===== config.mk =====
export PLATFORM = sky130hd
export DESIGN_NAME = bcd_countdown_timer
export DESIGN_NICKNAME = d
export VERILOG_FILES = /design/src/rtl/bcd_countdown_timer.sv
export SDC_FILE = /design/constraint.sdc
export NUM_CORES = 1
export LEC_CHECK = 0
export ABC_AREA = 1
export ABC_CLOCK_PERIOD_IN_PS = 3000
export CAP_MARGIN = 20
export CORE_MARGIN = 3
export CORE_UTILIZATION = 40
export CTS_BUF_LIST = sky130_fd_sc_hd__clkbuf_16
export DETAILED_ROUTE_END_ITERATION = 6
export PLACE_DENSITY = 0.68
export SETUP_SLACK_MARGIN = 0.02
export SYNTH_ARGS = -nofsm -noshare
export SYNTH_HDL_FRONTEND = slang
export SYNTH_SLANG_ARGS = --single-unit

===== constraint.sdc =====
create_clock -name clk -period 3 [get_ports clk]
set_input_delay 0.45 -clock clk [delete_from_list [all_inputs] [get_ports clk]]
set_output_delay 0.45 -clock clk [all_outputs]
set_load 0.03 [all_outputs]

===== src/rtl/bcd_countdown_timer.sv =====
// mm:ss BCD countdown timer. Seconds units count mod 10, seconds tens mod 6,
// and N_MIN_DIGITS minute digits mod 10. A run/pause/stop FSM gates the
// external 1 Hz tick. Loads are clamped per digit. Expiry either parks in
// DONE with a one-cycle done pulse or, with AUTO_RELOAD, reloads and keeps
// running.
module bcd_countdown_timer #(
  parameter int N_MIN_DIGITS = 2,
  parameter bit AUTO_RELOAD  = 1'b0,
  localparam int D = N_MIN_DIGITS + 2,
  localparam int W = 4 * D
) (
  input  logic         clk,
  input  logic         clear,
  input  logic         load,
  input  logic [W-1:0] data,
  input  logic         start,
  input  logic         pause,
  input  logic         stop,
  input  logic         tick,
  output logic [W-1:0] count,
  output logic         running,
  output logic         paused,
  output logic         zero,
  output logic         done
);

  typedef enum logic [1:0] {
    S_IDLE  = 2'd0,
    S_RUN   = 2'd1,
    S_PAUSE = 2'd2,
    S_DONE  = 2'd3
  } state_t;

  state_t         state_q, state_d;
  logic [W-1:0]   count_q, count_d;
  logic [W-1:0]   saved_q, saved_d;
  logic           done_q, done_d;
  logic           running_q, paused_q;

  logic [W-1:0]   clamped;   // data with each digit forced into its legal range
  logic [W-1:0]   dec;       // count_q minus one second
  logic [D-1:0]   borrow;    // borrow into each digit, LSD first

  assign borrow[0] = 1'b1;

  // Per-digit clamp and borrow-chain decrement.
  for (genvar gi = 0; gi < D; gi++) begin : g_digit
    localparam logic [3:0] DMAX = (gi == 1) ? 4'd5 : 4'd9;
    logic [3:0] din;
    logic [3:0] dig;

    assign din = data[4*gi +: 4];
    assign dig = count_q[4*gi +: 4];

    // Seconds tens clamps straight to 5: anything above 9 is also above 5.
    assign clamped[4*gi +: 4] = (din > DMAX) ? DMAX : din;

    assign dec[4*gi +: 4] = borrow[gi] ? ((dig == 4'd0) ? DMAX : dig - 4'd1) : dig;

    if (gi < D - 1) begin : g_borrow
      assign borrow[gi+1] = borrow[gi] && (dig == 4'd0);
    end
  end

  // Next-state logic: stop overrides everything, then load > start > pause > tick.
  always_comb begin
    state_d = state_q;
    count_d = count_q;
    saved_d = saved_q;
    done_d  = 1'b0;

    if (stop) begin
      state_d = S_IDLE;
      count_d = '0;
    end else begin
      unique case (state_q)
        S_IDLE: begin
          if (load) begin
            count_d = clamped;
            saved_d = clamped;
          end else if (start && (count_q != '0)) begin
            state_d = S_RUN;
          end
        end

        S_RUN: begin
          // load is deliberately ignored while counting.
          if (pause) begin
            state_d = S_PAUSE;
          end else if (tick && (count_q != '0)) begin
            done_d = (dec == '0);
            if (dec != '0) begin
              count_d = dec;
            end else if (AUTO_RELOAD && (saved_q != '0)) begin
              count_d = saved_q;
            end else begin
              count_d = '0;
              state_d = S_DONE;
            end
          end
        end

        S_PAUSE: begin
          if (load) begin
            count_d = clamped;
            saved_d = clamped;
            state_d = S_IDLE;
          end else if (start) begin
            state_d = S_RUN;
          end
        end

        S_DONE: begin
          if (load) begin
            count_d = clamped;
            saved_d = clamped;
            state_d = S_IDLE;
          end else if (start && (saved_q != '0)) begin
            count_d = saved_q;
            state_d = S_RUN;
          end
        end

        default: state_d = S_IDLE;
      endcase
    end
  end

  // State, count and registered status outputs.
  always_ff @(posedge clk) begin
    if (clear) begin
      state_q   <= S_IDLE;
      count_q   <= '0;
      saved_q   <= '0;
      done_q    <= 1'b0;
      running_q <= 1'b0;
      paused_q  <= 1'b0;
    end else begin
      state_q   <= state_d;
      count_q   <= count_d;
      saved_q   <= saved_d;
      done_q    <= done_d;
      running_q <= (state_d == S_RUN);
      paused_q  <= (state_d == S_PAUSE);
    end
  end

  assign count   = count_q;
  assign running = running_q;
  assign paused  = paused_q;
  assign done    = done_q;
  assign zero    = (count_q == '0);

endmodule


==> flow_summary.rst <==
.. list-table::
   :header-rows: 1

   * - Metric
     - Value
   * - Critical Path Start
     - count[0]
   * - Post-Synth XOR/XNOR Area
     - 0%
   * - Total Power Consumption
     - 1350 uW
   * - Total iterations of the first detailed-routing run
     - 4
   * - Antenna cell count
     - 0
   * - Class of the tightest hold or removal check
     - register to register
   * - Type of element capturing the critical path
     - output pin
   * - Number of instances in the synthesized netlist
     - 370
   * - Syn Std Cell Area
     - 2320 sq um
   * - Number of buffers inserted during clock tree synthesis
     - 5
   * - Critical path class
     - register to output pin
   * - Setup Fix Bufs, Post-CTS
     - 0
   * - Area of the placeable core
     - 5570 sq um
   * - Largest area contributor in the synthesized netlist
     - sky130_fd_sc_hd__dfxtp_1
   * - Share of flip-flops with an asynchronous set or reset
     - 0%
   * - Per-cell routed wire length
     - 13.6 microns
   * - I/O Pins
     - 43
   * - Clock sink count
     - 37
   * - Setup skew after layout
     - 0.00530 ns
   * - Final GP Congestion
     - 0.876
   * - Max-slew violation count
     - 0
   * - Highest clock rate
     - 0.374 GHz
   * - Met2 usage in global routing
     - 34.4%
   * - Number of buffers on the longest clock path
     - 2
   * - Unrepaired setup endpoints after global routing
     - no
   * - CP Data Required Time
     - 2.55 ns
   * - Synth top cells by count
     - sky130_fd_sc_hd__nand2_1 (83), sky130_fd_sc_hd__nor2_1 (49), sky130_fd_sc_hd__inv_1 (40)
   * - Input/output buffers
     - 42
   * - Proportion of layout cells with a drive suffix above 1
     - 6.33%
   * - Static leakage
     - 0.00119 uW
   * - CTS Root Cell
     - sky130_fd_sc_hd__clkbuf_16
   * - Ys flop type
     - sky130_fd_sc_hd__dfxtp_1
   * - Depth of the worst register-to-register path
     - 12
   * - Total power per unit cell area
     - 464 nW/um^2
   * - Via count of the first global-routing pass
     - 2243
   * - Post-Route Setup TNS
     - 0 ns
   * - Least-Margin Pin Slew
     - 0.711 ns
   * - Max Cap Violations
     - 0
   * - Total number of yosys warnings
     - 0
   * - Fraction of the mapped netlist area in simple logic gates
     - 37.3%
   * - Post-route antenna net violation count
     - 0
   * - Worst hold path stage count
     - 2
   * - Reg-to-reg startpoint
     - count[0]
   * - Worst-path maximum fanout
     - 11
   * - Sort of element at the start of the critical path
     - register
   * - Die X
     - 82.2 microns
   * - Gr busiest metal
     - met2
   * - Vias
     - 2561
   * - Synth Area in Compound Gates
     - 19.8%
   * - Setup slack after placement
     - 0.371 ns
   * - Detailed Route Iter0 Violations
     - 183
   * - Vertical die dimension
     - 82.2 microns
   * - Number of H-tree levels
     - 2
   * - Outcome
     - complete, no violations
   * - Portion of netlist area occupied by mux cells
     - 0%
   * - Number of nets in the finished design
     - 433
   * - Seq/Total Area, Yosys
     - 31.9%
   * - Clock network latency to the later pin of the worst-skew pair
     - 0.28 ns
   * - Relative max-transition margin
     - 52.6%
   * - Number of enable-type register cells in the synthesized netlist
     - 0
   * - TritonCTS clock tree
     - built
   * - Total overflow reported by the global router
     - 0
   * - Synthesized-area fraction occupied by adder cells
     - 0%
   * - Count of endpoints failing hold in the final timing report
     - 0
   * - Top-area cell type share of the netlist area
     - 31.9%
   * - Resized cells post-CTS
     - 0
   * - Number of antenna violations at the first check in global routing
     - 0
   * - Arr. time, crit path
     - 2.22 ns
   * - Average vias per placed instance
     - 5.30
   * - First-pass GRT wire length
     - 10900 microns
   * - Fraction of the cycle the final worst path needs
     - 89.1%
   * - HPWL Detailed
     - 5110 microns
   * - Met3 layer usage reported by global route
     - 3.25%
   * - Area Growth Syn to Fin
     - 25.7%
   * - Final critical path time including I/O delays and setup
     - 2.67 ns
   * - Clock transition time at the flip-flop clock pins of the worst setup and hold paths
     - 0.06 ns
   * - Pin count of the biggest net entering global routing
     - 23
   * - Final setup viols
     - 0
   * - Starting density of the core
     - 41.7%
   * - Post-detailed-routing wire length
     - 6560 microns
   * - Number of distinct standard cells referenced by the synthesized netlist
     - 34
   * - Area of the die
     - 6760 sq um
   * - Met1 usage
     - 27.8%
   * - Number of DRC violations after detailed routing
     - 0
   * - Peak supply drop
     - 0.000300 V
   * - Register bit count reported by yosys
     - 37
   * - Synthesized area divided by synthesized cell count
     - 6.28 sq um
   * - Net Count, Synth
     - 393
   * - Worst min-delay path startpoint
     - saved_q[3]
   * - Combinational family with the most area after synthesis
     - simple AND/OR/NAND/NOR gates
   * - Filler Cell Count
     - 576
   * - Most repeated cell in the gate-level netlist after synthesis
     - sky130_fd_sc_hd__nand2_1
   * - GR Util All Layers
     - 20.7%
   * - Biggest area contributors in the synthesized netlist
     - sky130_fd_sc_hd__dfxtp_1 (32%), sky130_fd_sc_hd__nand2_1 (13%), sky130_fd_sc_hd__a21oi_1 (8.4%), sky130_fd_sc_hd__nor2_1 (7.9%), sky130_fd_sc_hd__inv_1 (6.5%)
   * - Rows
     - 27
   * - Final WS setup
     - 0.326 ns
   * - Hold buffer count at CTS
     - 0
-- logic make-up (layout without fill, tap and decap cells) --
| kind of cell | Yosys count | after routing |
|---|---|---|
| flops | 37 | 37 |
| simple gates | 193 | 193 |
| compound gates | 82 | 82 |
| buf+inv | 58 | 99 |
-- area by class of cell --
class / instances / area, sq um / share of cell area [%]
sequential: 37 / 741 / 25.4
clock buffer: 5 / 125 / 4.28
timing repair buffer: 48 / 465 / 15.9
multi-input combinational: 275 / 1330 / 45.4
tap: 72 / 90.1 / 3.08
clock inverter: 3 / 12.5 / 0.428
inverter: 43 / 161 / 5.52
-- path summary, 6_finish.rpt --
kind | to | slack (ns)
hold / removal | saved_q[3] | 0.47
hold reg to reg | saved_q[3] | 0.47
setup / recovery | zero | 0.33
setup reg to reg | count[0] | 0.69
-- state kept, by name, summed over array words and instances (netlist names) --
signal	count
count	16
paused	1
running	1
done	1
saved_q	16
state_q	2
-- report_power, final --
part | total [uW] | internal [uW] | switching, uW | leakage, uW
clock network | 495 | 300 | 195 | 0.0000687
registers | 537 | 514 | 22.8 | 0.000302
logic | 324 | 125 | 199 | 0.000816
-- metrics by stage --
stage / util, % / std cells / hold WS (ns) / cell area [sq um]
5_1_grt: 52.4 / 483 / 0.506 / 2920
6_report: 52.4 / 483 / 0.471 / 2920
3_3_place_gp: 49.9 / 475 / 0.464 / 2780
2_1_floorplan: - / 370 / 0.438 / 2320
4_1_cts: 52.4 / 483 / 0.479 / 2920
3_5_place_dp: 49.9 / 475 / 0.469 / 2780
-- worst max-delay path, cell delays in order (launching register included) --
cell	delay (ns)
sky130_fd_sc_hd__dfxtp_1	0.42
sky130_fd_sc_hd__nor2_4	0.23
sky130_fd_sc_hd__nand2_4	0.09
sky130_fd_sc_hd__nor2_4	0.26
sky130_fd_sc_hd__nand4_1	0.12
sky130_fd_sc_hd__inv_1	0.14
sky130_fd_sc_hd__clkdlybuf4s50_1	0.68
-- placed cells by master (no fill, tap or decap), types with 2 or more instances in the layout --
master                            count
sky130_fd_sc_hd__nand2_2              4
sky130_fd_sc_hd__nand4_1              8
sky130_fd_sc_hd__a21oi_1             39
sky130_fd_sc_hd__clkdlybuf4s50_1     42
sky130_fd_sc_hd__nand2_1             83
sky130_fd_sc_hd__nor2_1              49
sky130_fd_sc_hd__dfxtp_1             37
sky130_fd_sc_hd__o211ai_1             2
sky130_fd_sc_hd__nor4_1               5
sky130_fd_sc_hd__a22oi_1              2
sky130_fd_sc_hd__nor2_4               4
sky130_fd_sc_hd__o221ai_1             3
sky130_fd_sc_hd__o22ai_1              5
sky130_fd_sc_hd__nand3_1             26
sky130_fd_sc_hd__clkbuf_16            5
sky130_fd_sc_hd__clkinv_1             4
sky130_fd_sc_hd__nor3_1               9
sky130_fd_sc_hd__o21ai_0             24
sky130_fd_sc_hd__nor2_2               2
sky130_fd_sc_hd__buf_4                6
sky130_fd_sc_hd__inv_1               40
-- per-layer routing --
layer / wire length (microns) / part of all wire [%] / vias to the layer above
met4: 74 / 1.1 / 0
met5: 0 / 0 / -
met1: 2960 / 45 / 1169
met3: 322 / 4.9 / 7
met2: 3200 / 49 / 78
li1: - / - / 1307
No activity file was read; power rests on OpenSTA's default activity.
